--- config.mk ---
export PLATFORM = sky130hd
export DESIGN_NAME = conv_apb_host_flat
export DESIGN_NICKNAME = d
export VERILOG_FILES = /design/src/rtl/conv_apb_host_if.sv /design/src/rtl/conv_apb_host.sv /design/src/flat_wrapper.sv
export SDC_FILE = /design/constraint.sdc
export NUM_CORES = 1
export LEC_CHECK = 0
export ABC_AREA = 1
export BUFFER_PORTS_ARGS = -buffer_cell sky130_fd_sc_hd__buf_2
export CORE_MARGIN = 3
export CORE_UTILIZATION = 40
export CTS_BUF_LIST = sky130_fd_sc_hd__clkbuf_4
export DETAILED_ROUTE_END_ITERATION = 7
export PLACE_DENSITY = 0.73
export SLEW_MARGIN = 20
export SYNTH_ARGS = -nofsm -noshare
export SYNTH_HDL_FRONTEND = slang
export SYNTH_SLANG_ARGS = --single-unit
--- constraint.sdc ---
create_clock -name PCLK -period 6 [get_ports PCLK]
set_input_delay 1.2 -clock PCLK [delete_from_list [all_inputs] [get_ports PCLK]]
set_output_delay 1.2 -clock PCLK [all_outputs]
set_load 0.02 [all_outputs]
--- src/rtl/conv_apb_host_if.sv ---
// Command/response and APB signal bundle for the conv accelerator APB host.
// master = the host; slave = the sequencer plus register slave driving the other side.
interface conv_apb_host_if #(
  parameter int ADDR_WIDTH = 32,
  parameter int DATA_WIDTH = 32
);
  logic                  cmd_valid;
  logic                  cmd_ready;
  logic                  cmd_write;
  logic                  cmd_poll;
  logic [ADDR_WIDTH-1:0] cmd_addr;
  logic [DATA_WIDTH-1:0] cmd_wdata;
  logic [DATA_WIDTH-1:0] cmd_mask;
  logic                  rsp_valid;
  logic [DATA_WIDTH-1:0] rsp_rdata;
  logic                  rsp_err;
  logic                  rsp_timeout;
  logic [ADDR_WIDTH-1:0] PADDR;
  logic                  PSEL;
  logic                  PENABLE;
  logic                  PWRITE;
  logic [DATA_WIDTH-1:0] PWDATA;
  logic [DATA_WIDTH-1:0] PRDATA;
  logic                  PREADY;
  logic                  PSLVERR;

  modport master (
    input  cmd_valid, cmd_write, cmd_poll, cmd_addr, cmd_wdata, cmd_mask,
           PRDATA, PREADY, PSLVERR,
    output cmd_ready, rsp_valid, rsp_rdata, rsp_err, rsp_timeout,
           PADDR, PSEL, PENABLE, PWRITE, PWDATA
  );

  modport slave (
    output cmd_valid, cmd_write, cmd_poll, cmd_addr, cmd_wdata, cmd_mask,
           PRDATA, PREADY, PSLVERR,
    input  cmd_ready, rsp_valid, rsp_rdata, rsp_err, rsp_timeout,
           PADDR, PSEL, PENABLE, PWRITE, PWDATA
  );
endinterface

--- src/rtl/conv_apb_host.sv ---
// APB requester: single-beat write/read, plus poll-until-masked-match with an idle gap
// between reads and a read limit. One command outstanding, one response pulse per command.
module conv_apb_host #(
  parameter int ADDR_WIDTH = 32,
  parameter int DATA_WIDTH = 32,
  parameter int POLL_GAP   = 4,
  parameter int POLL_LIMIT = 1024
) (
  input logic                PCLK,
  input logic                PRESETB,
  conv_apb_host_if.master    bus
);
  localparam int CW = $clog2(POLL_LIMIT + 1);
  localparam int GW = (POLL_GAP > 1) ? $clog2(POLL_GAP + 1) : 1;
  localparam logic [CW-1:0] LIMIT    = CW'(POLL_LIMIT);
  localparam logic [GW-1:0] GAP_LAST = GW'(POLL_GAP - 1);

  typedef enum logic [1:0] {IDLE, SETUP, ACCESS, GAP} state_t;
  state_t state, state_nxt;

  logic [ADDR_WIDTH-1:0] addr_q;
  logic [DATA_WIDTH-1:0] wdata_q, mask_q, rdata_q;
  logic                  write_q, poll_q;
  logic [CW-1:0]         poll_cnt, cnt_nxt;
  logic [GW-1:0]         gap_cnt;
  logic                  rsp_valid_q, rsp_err_q, rsp_to_q;
  logic                  accept, xfer_done, match, finish;

  assign accept    = (state == IDLE) && bus.cmd_valid;
  assign xfer_done = (state == ACCESS) && bus.PREADY;
  assign match     = ((bus.PRDATA ^ wdata_q) & mask_q) == '0;
  assign cnt_nxt   = poll_cnt + 1'b1;
  // A match or error on the limit-reaching read wins over the timeout.
  assign finish    = xfer_done && (!poll_q || bus.PSLVERR || match || cnt_nxt == LIMIT);

  always_ff @(posedge PCLK or negedge PRESETB) begin
    if (!PRESETB) state <= IDLE;
    else          state <= state_nxt;
  end

  always_comb begin
    state_nxt = state;
    case (state)
      IDLE:    if (accept) state_nxt = SETUP;
      SETUP:   state_nxt = ACCESS;
      ACCESS:  if (xfer_done) state_nxt = finish ? IDLE : GAP;
      GAP:     if (gap_cnt == GAP_LAST) state_nxt = SETUP;
      default: state_nxt = IDLE;
    endcase
  end

  always_ff @(posedge PCLK or negedge PRESETB) begin
    if (!PRESETB) begin
      addr_q      <= '0;
      wdata_q     <= '0;
      mask_q      <= '0;
      write_q     <= 1'b0;
      poll_q      <= 1'b0;
      poll_cnt    <= '0;
      gap_cnt     <= '0;
      rsp_valid_q <= 1'b0;
      rsp_err_q   <= 1'b0;
      rsp_to_q    <= 1'b0;
      rdata_q     <= '0;
    end else begin
      if (accept) begin
        addr_q   <= bus.cmd_addr;
        wdata_q  <= bus.cmd_wdata;
        mask_q   <= bus.cmd_mask;
        write_q  <= bus.cmd_write;
        poll_q   <= bus.cmd_poll & ~bus.cmd_write;
        poll_cnt <= '0;
      end else if (xfer_done && poll_q && !finish) begin
        poll_cnt <= cnt_nxt;
      end
      gap_cnt     <= (state == GAP) ? gap_cnt + 1'b1 : '0;
      rsp_valid_q <= finish;
      if (finish) begin
        rdata_q   <= write_q ? '0 : bus.PRDATA;
        rsp_err_q <= bus.PSLVERR;
        rsp_to_q  <= poll_q && !bus.PSLVERR && !match;
      end
    end
  end

  // PSEL/PENABLE decode straight from the state flop so reset drops them immediately.
  assign bus.PSEL        = (state == SETUP) || (state == ACCESS);
  assign bus.PENABLE     = (state == ACCESS);
  assign bus.PADDR       = addr_q;
  assign bus.PWRITE      = write_q;
  assign bus.PWDATA      = wdata_q;
  assign bus.cmd_ready   = (state == IDLE);
  assign bus.rsp_valid   = rsp_valid_q;
  assign bus.rsp_rdata   = rdata_q;
  assign bus.rsp_err     = rsp_err_q;
  assign bus.rsp_timeout = rsp_to_q;
endmodule

--- src/flat_wrapper.sv ---
// flat-port wrapper written by rule: the top's interface ports become plain ports
module conv_apb_host_flat 
#(
  parameter int ADDR_WIDTH = 32,
  parameter int DATA_WIDTH = 32,
  parameter int POLL_GAP   = 4,
  parameter int POLL_LIMIT = 1024
)
  (PCLK, PRESETB, bus_cmd_valid, bus_cmd_write, bus_cmd_poll, bus_cmd_addr, bus_cmd_wdata, bus_cmd_mask, bus_PRDATA, bus_PREADY, bus_PSLVERR, bus_cmd_ready, bus_rsp_valid, bus_rsp_rdata, bus_rsp_err, bus_rsp_timeout, bus_PADDR, bus_PSEL, bus_PENABLE, bus_PWRITE, bus_PWDATA);
  conv_apb_host_if #(.ADDR_WIDTH(ADDR_WIDTH), .DATA_WIDTH(DATA_WIDTH)) bus_i ();
  input logic PCLK;
  input logic PRESETB;
  input wire logic [$bits(bus_i.cmd_valid)-1:0] bus_cmd_valid;
  input wire logic [$bits(bus_i.cmd_write)-1:0] bus_cmd_write;
  input wire logic [$bits(bus_i.cmd_poll)-1:0] bus_cmd_poll;
  input wire logic [$bits(bus_i.cmd_addr)-1:0] bus_cmd_addr;
  input wire logic [$bits(bus_i.cmd_wdata)-1:0] bus_cmd_wdata;
  input wire logic [$bits(bus_i.cmd_mask)-1:0] bus_cmd_mask;
  input wire logic [$bits(bus_i.PRDATA)-1:0] bus_PRDATA;
  input wire logic [$bits(bus_i.PREADY)-1:0] bus_PREADY;
  input wire logic [$bits(bus_i.PSLVERR)-1:0] bus_PSLVERR;
  output wire logic [$bits(bus_i.cmd_ready)-1:0] bus_cmd_ready;
  output wire logic [$bits(bus_i.rsp_valid)-1:0] bus_rsp_valid;
  output wire logic [$bits(bus_i.rsp_rdata)-1:0] bus_rsp_rdata;
  output wire logic [$bits(bus_i.rsp_err)-1:0] bus_rsp_err;
  output wire logic [$bits(bus_i.rsp_timeout)-1:0] bus_rsp_timeout;
  output wire logic [$bits(bus_i.PADDR)-1:0] bus_PADDR;
  output wire logic [$bits(bus_i.PSEL)-1:0] bus_PSEL;
  output wire logic [$bits(bus_i.PENABLE)-1:0] bus_PENABLE;
  output wire logic [$bits(bus_i.PWRITE)-1:0] bus_PWRITE;
  output wire logic [$bits(bus_i.PWDATA)-1:0] bus_PWDATA;
  assign bus_i.cmd_valid = bus_cmd_valid;
  assign bus_i.cmd_write = bus_cmd_write;
  assign bus_i.cmd_poll = bus_cmd_poll;
  assign bus_i.cmd_addr = bus_cmd_addr;
  assign bus_i.cmd_wdata = bus_cmd_wdata;
  assign bus_i.cmd_mask = bus_cmd_mask;
  assign bus_i.PRDATA = bus_PRDATA;
  assign bus_i.PREADY = bus_PREADY;
  assign bus_i.PSLVERR = bus_PSLVERR;
  assign bus_cmd_ready = bus_i.cmd_ready;
  assign bus_rsp_valid = bus_i.rsp_valid;
  assign bus_rsp_rdata = bus_i.rsp_rdata;
  assign bus_rsp_err = bus_i.rsp_err;
  assign bus_rsp_timeout = bus_i.rsp_timeout;
  assign bus_PADDR = bus_i.PADDR;
  assign bus_PSEL = bus_i.PSEL;
  assign bus_PENABLE = bus_i.PENABLE;
  assign bus_PWRITE = bus_i.PWRITE;
  assign bus_PWDATA = bus_i.PWDATA;
  conv_apb_host #(.ADDR_WIDTH(ADDR_WIDTH), .DATA_WIDTH(DATA_WIDTH), .POLL_GAP(POLL_GAP), .POLL_LIMIT(POLL_LIMIT)) u_core (.PCLK(PCLK), .PRESETB(PRESETB), .bus(bus_i));
endmodule
==> summary.txt <==
Status
  • Outcome: completed

Synth
  • Largest family of logic cells by synthesized area: simple AND/OR/NAND/NOR gates
  • Synth Area in Adders: 1.28%
  • Synth Cell Area: 6840 um^2
  • Synth Area in Compound Gates: 5.80%
  • Post-Synth Simple-Gate Area: 32.5%
  • Yosys Warn Count: 0
  • Post-synthesis cell count: 865
  • Synthesis-stage register bit count: 149
  • Post-synthesis mux area share: 0%
  • Seq/Total Area, Yosys: 54.5%
  • Most frequent cell after synthesis: nand2_1
  • Synthesized Nets: 1,007
  • Yosys cell types: 25
  • Post-Synth XOR/XNOR Area: 0%
  • Async set-reset flop share out of synthesis: 100%
  • Syn_area_per_cell: 7.90 um^2
  • Post-synth top cells: nand2_1, dfrtp_1, inv_1
  • Post-synth EDFFs: 0
  • Area share of the largest cell type after synthesis: 54.5%
  • Area contributors post-synth: dfrtp_1, nand2_1, nand3_1
  • Top FF cell, synth: dfrtp_1
  • Area leader, netlist: dfrtp_1

Global route
  • Vias in the first global route: 5,986
  • Initial antenna violation count: 1
  • GRT Residual Overflow: 0
  • Largest net degree at the start of global routing: 76
  • Total track usage: 20.8%
  • First-pass GRT wire length: 30.4 mm

Clocking
  • Cts hold-fix bufs: 0
  • Root buf cell: clkbuf_4
  • Clock sinks: 149
  • H-tree levels: 4
  • Post-CTS sizing: 0
  • Clk_lat worst skew: 540 ps
  • Clk slew on worst S/H paths: 130 ps
  • # Post-CTS Setup Buffers: 0
  • CTS Buf Count: 17
  • CTS Buffer Depth: 2
  • CTS tree: yes

Critical path
  • Crit path DAT: 3710 ps
  • End of the worst register-to-register path: u_core.poll_cnt[3]
  • CP max stage delay: 560 ps
  • Critical path cell sequence: buf_2 -> or2_2 -> nand3_1 -> nand2_1 -> nor2_1 -> nand2_1 -> nor2_1 -> nand2_1 -> nand3_2 -> nand2_4 -> nand2_1 -> nand2_1 -> nand2_1 -> nand2_1
  • Worst setup path start: bus_PRDATA[27]
  • Worst r2r src: u_core.poll_cnt[0]
  • Crit start category: input pin
  • Slowest-stage cell, CP: nand2_1
  • Reg2reg setup slack: 2770 ps
  • CP most frequent cell: nand2_1
  • Crit. End Element: flop
  • Worst EP required: 6430 ps
  • CP Capture Point: u_core.poll_cnt[3]
  • Reg2reg path depth: 13
  • Critical path type: input pin to flop
  • Maximum fanout along the worst path: 75

STA
  • Relative slew margins: 37.9%
  • Fmax: 0.305 GHz
  • Fin crit period: 3280 ps
  • Final-report max-slew violation count: 0
  • Slew @ Worst Pin: 931 ps
  • RSZ-0062 raised after global routing: false
  • Worst Skew: 20.4 ps
  • Period utilization: 54.7%
  • Hold slack final: 441 ps
  • Final hold vios: 0
  • Setup-failing EPs final: 0
  • Setup TNS Final: 0 ps
  • Final setup margin: 2720 ps

Hold path
  • WHS Path Cells: 1
  • HP Class: flop to flop

Placement
  • HPWL after detailed placement: 13.9 mm
  • DP Worst Slack: 2160 ps
  • PortBufs: 237
  • Routability Congestion: 0.842

Power and ir drop
  • Sw Pwr: 0.00183 W
  • Gate power share: 43.1%
  • Clock power share: 15.5%
  • P_leak: 4.85 nW
  • Power density cells: 473 nW/um^2
  • Flop pwr share: 41.4%
  • Switching share of total power: 45.5%
  • Worst IR drop on VDD: 287 uV
  • Internal: 0.00219 W

Final layout
  • Area Growth Syn to Fin: 24.0%
  • Nets: 1,234
  • Post-layout util: 50.9%
  • Layout cells sized above 1: 28.6%

Drt
  • Pre-antenna DRT Iters: 7
  • Antenna viol nets, final: 0
  • Iteration-0 DRC Markers: 313
  • Post-route DRC: 0
  • Final wirelength: 19.0 mm
  • Via/cell ratio: 4.67
  • Via count: 6,194
  • WL/cell: 14.3 um

Job
  • Max Cap Violations: 0

Die
  • # IOs: 238
  • Chip Width: 137 um
  • Initial Util: 41.1%
  • Row count: 47
  • Die area: 18,700 um^2
  • Die Y: 137 um
  • Core area: 16,600 um^2
## layer usage
layer	global-route usage (%)	share of wire [%]	vias up
met5	0	0	-
met4	6.38	1.6	0
met3	5.48	7.6	17
met1	27.7	44	2846
met2	33.5	47	206
li1	-	-	3125
## worst max-delay path, delay by kind of cell
kind	cells	cell delay, ps
buffers and inverters	1	120
AND/OR/NAND/NOR	13	2370
## power groups by stage
stage	combinational, W	clock, W	sequential (W)
6_report	0.00173	0.000621	0.00166
5_1_grt	0.00195	0.000686	0.00171
4_1_cts	0.00177	0.000643	0.00166
3_5_place_dp	0.00177	0	0.00167
3_3_place_gp	0.00172	0	0.00167
2_1_floorplan	0.000800	0	0.00197
## worst min-delay path by stage
stage	startpoint	slack (ps)	end
floorplan	u_core.gap_cnt[0]	410	u_core.gap_cnt[0]
global placement	u_core.gap_cnt[0]	420	u_core.gap_cnt[0]
detailed placement	u_core.gap_cnt[0]	430	u_core.gap_cnt[0]
CTS	u_core.gap_cnt[0]	440	u_core.gap_cnt[0]
global route	u_core.gap_cnt[0]	480	u_core.gap_cnt[0]
finish	u_core.gap_cnt[0]	440	u_core.gap_cnt[0]
## logic make-up (layout without fill, tap and decap cells)
logic type      Yosys count  count (layout)
simple gates            557             557
buf+inv                  92             332
compound gates           60              60
fa+ha+maj                 7               7
flops                   149             149
other cells               0               1
## per-stage QoR
step | instance area (um^2) | total power, W | std cells
finish | 8480 | 0.00401 | 1326
global placement | 8160 | 0.00338 | 1291
floorplan | 6840 | 0.00277 | 865
detailed placement | 8200 | 0.00344 | 1293
global route | 8480 | 0.00435 | 1326
CTS | 8470 | 0.00407 | 1325
## cell usage in the layout (no fill, tap or decap), drive strengths merged
cell / count
a21oi: 2
buf: 243
bufinv: 1
clkbuf: 17
clkinv: 6
clkinvlp: 2
dfrtp: 149
diode: 1
ha: 7
inv: 63
nand2: 450
nand3: 48
nand3b: 1
nand4: 7
nor2: 36
nor3: 3
o21ai: 55
o21bai: 2
o22ai: 1
or2: 12
## area by class of cell
type                            instances  area, um^2
Fill cell                            1613        8170
Multi-Input combinational cell        624        2720
Timing Repair Buffer                  243        1260
Sequential cell                       149        3730
Inverter                               57         216
Tap cell                              220         275
Antenna cell                            1        2.50
Clock inverter                         15         146
Clock buffer                           17         128
## flip-flops by register name (all words and copies together), names as in the netlist
register                flops
u_core.bus.PADDR           32
u_core.bus.PWDATA          32
u_core.bus.rsp_rdata       32
u_core.mask_q              32
u_core.poll_cnt            11
u_core.gap_cnt              3
u_core.state                2
u_core.bus.PWRITE           1
u_core.bus.rsp_err          1
u_core.bus.rsp_timeout      1
u_core.bus.rsp_valid        1
u_core.poll_q               1
No activity file was read; power rests on OpenSTA's default activity.
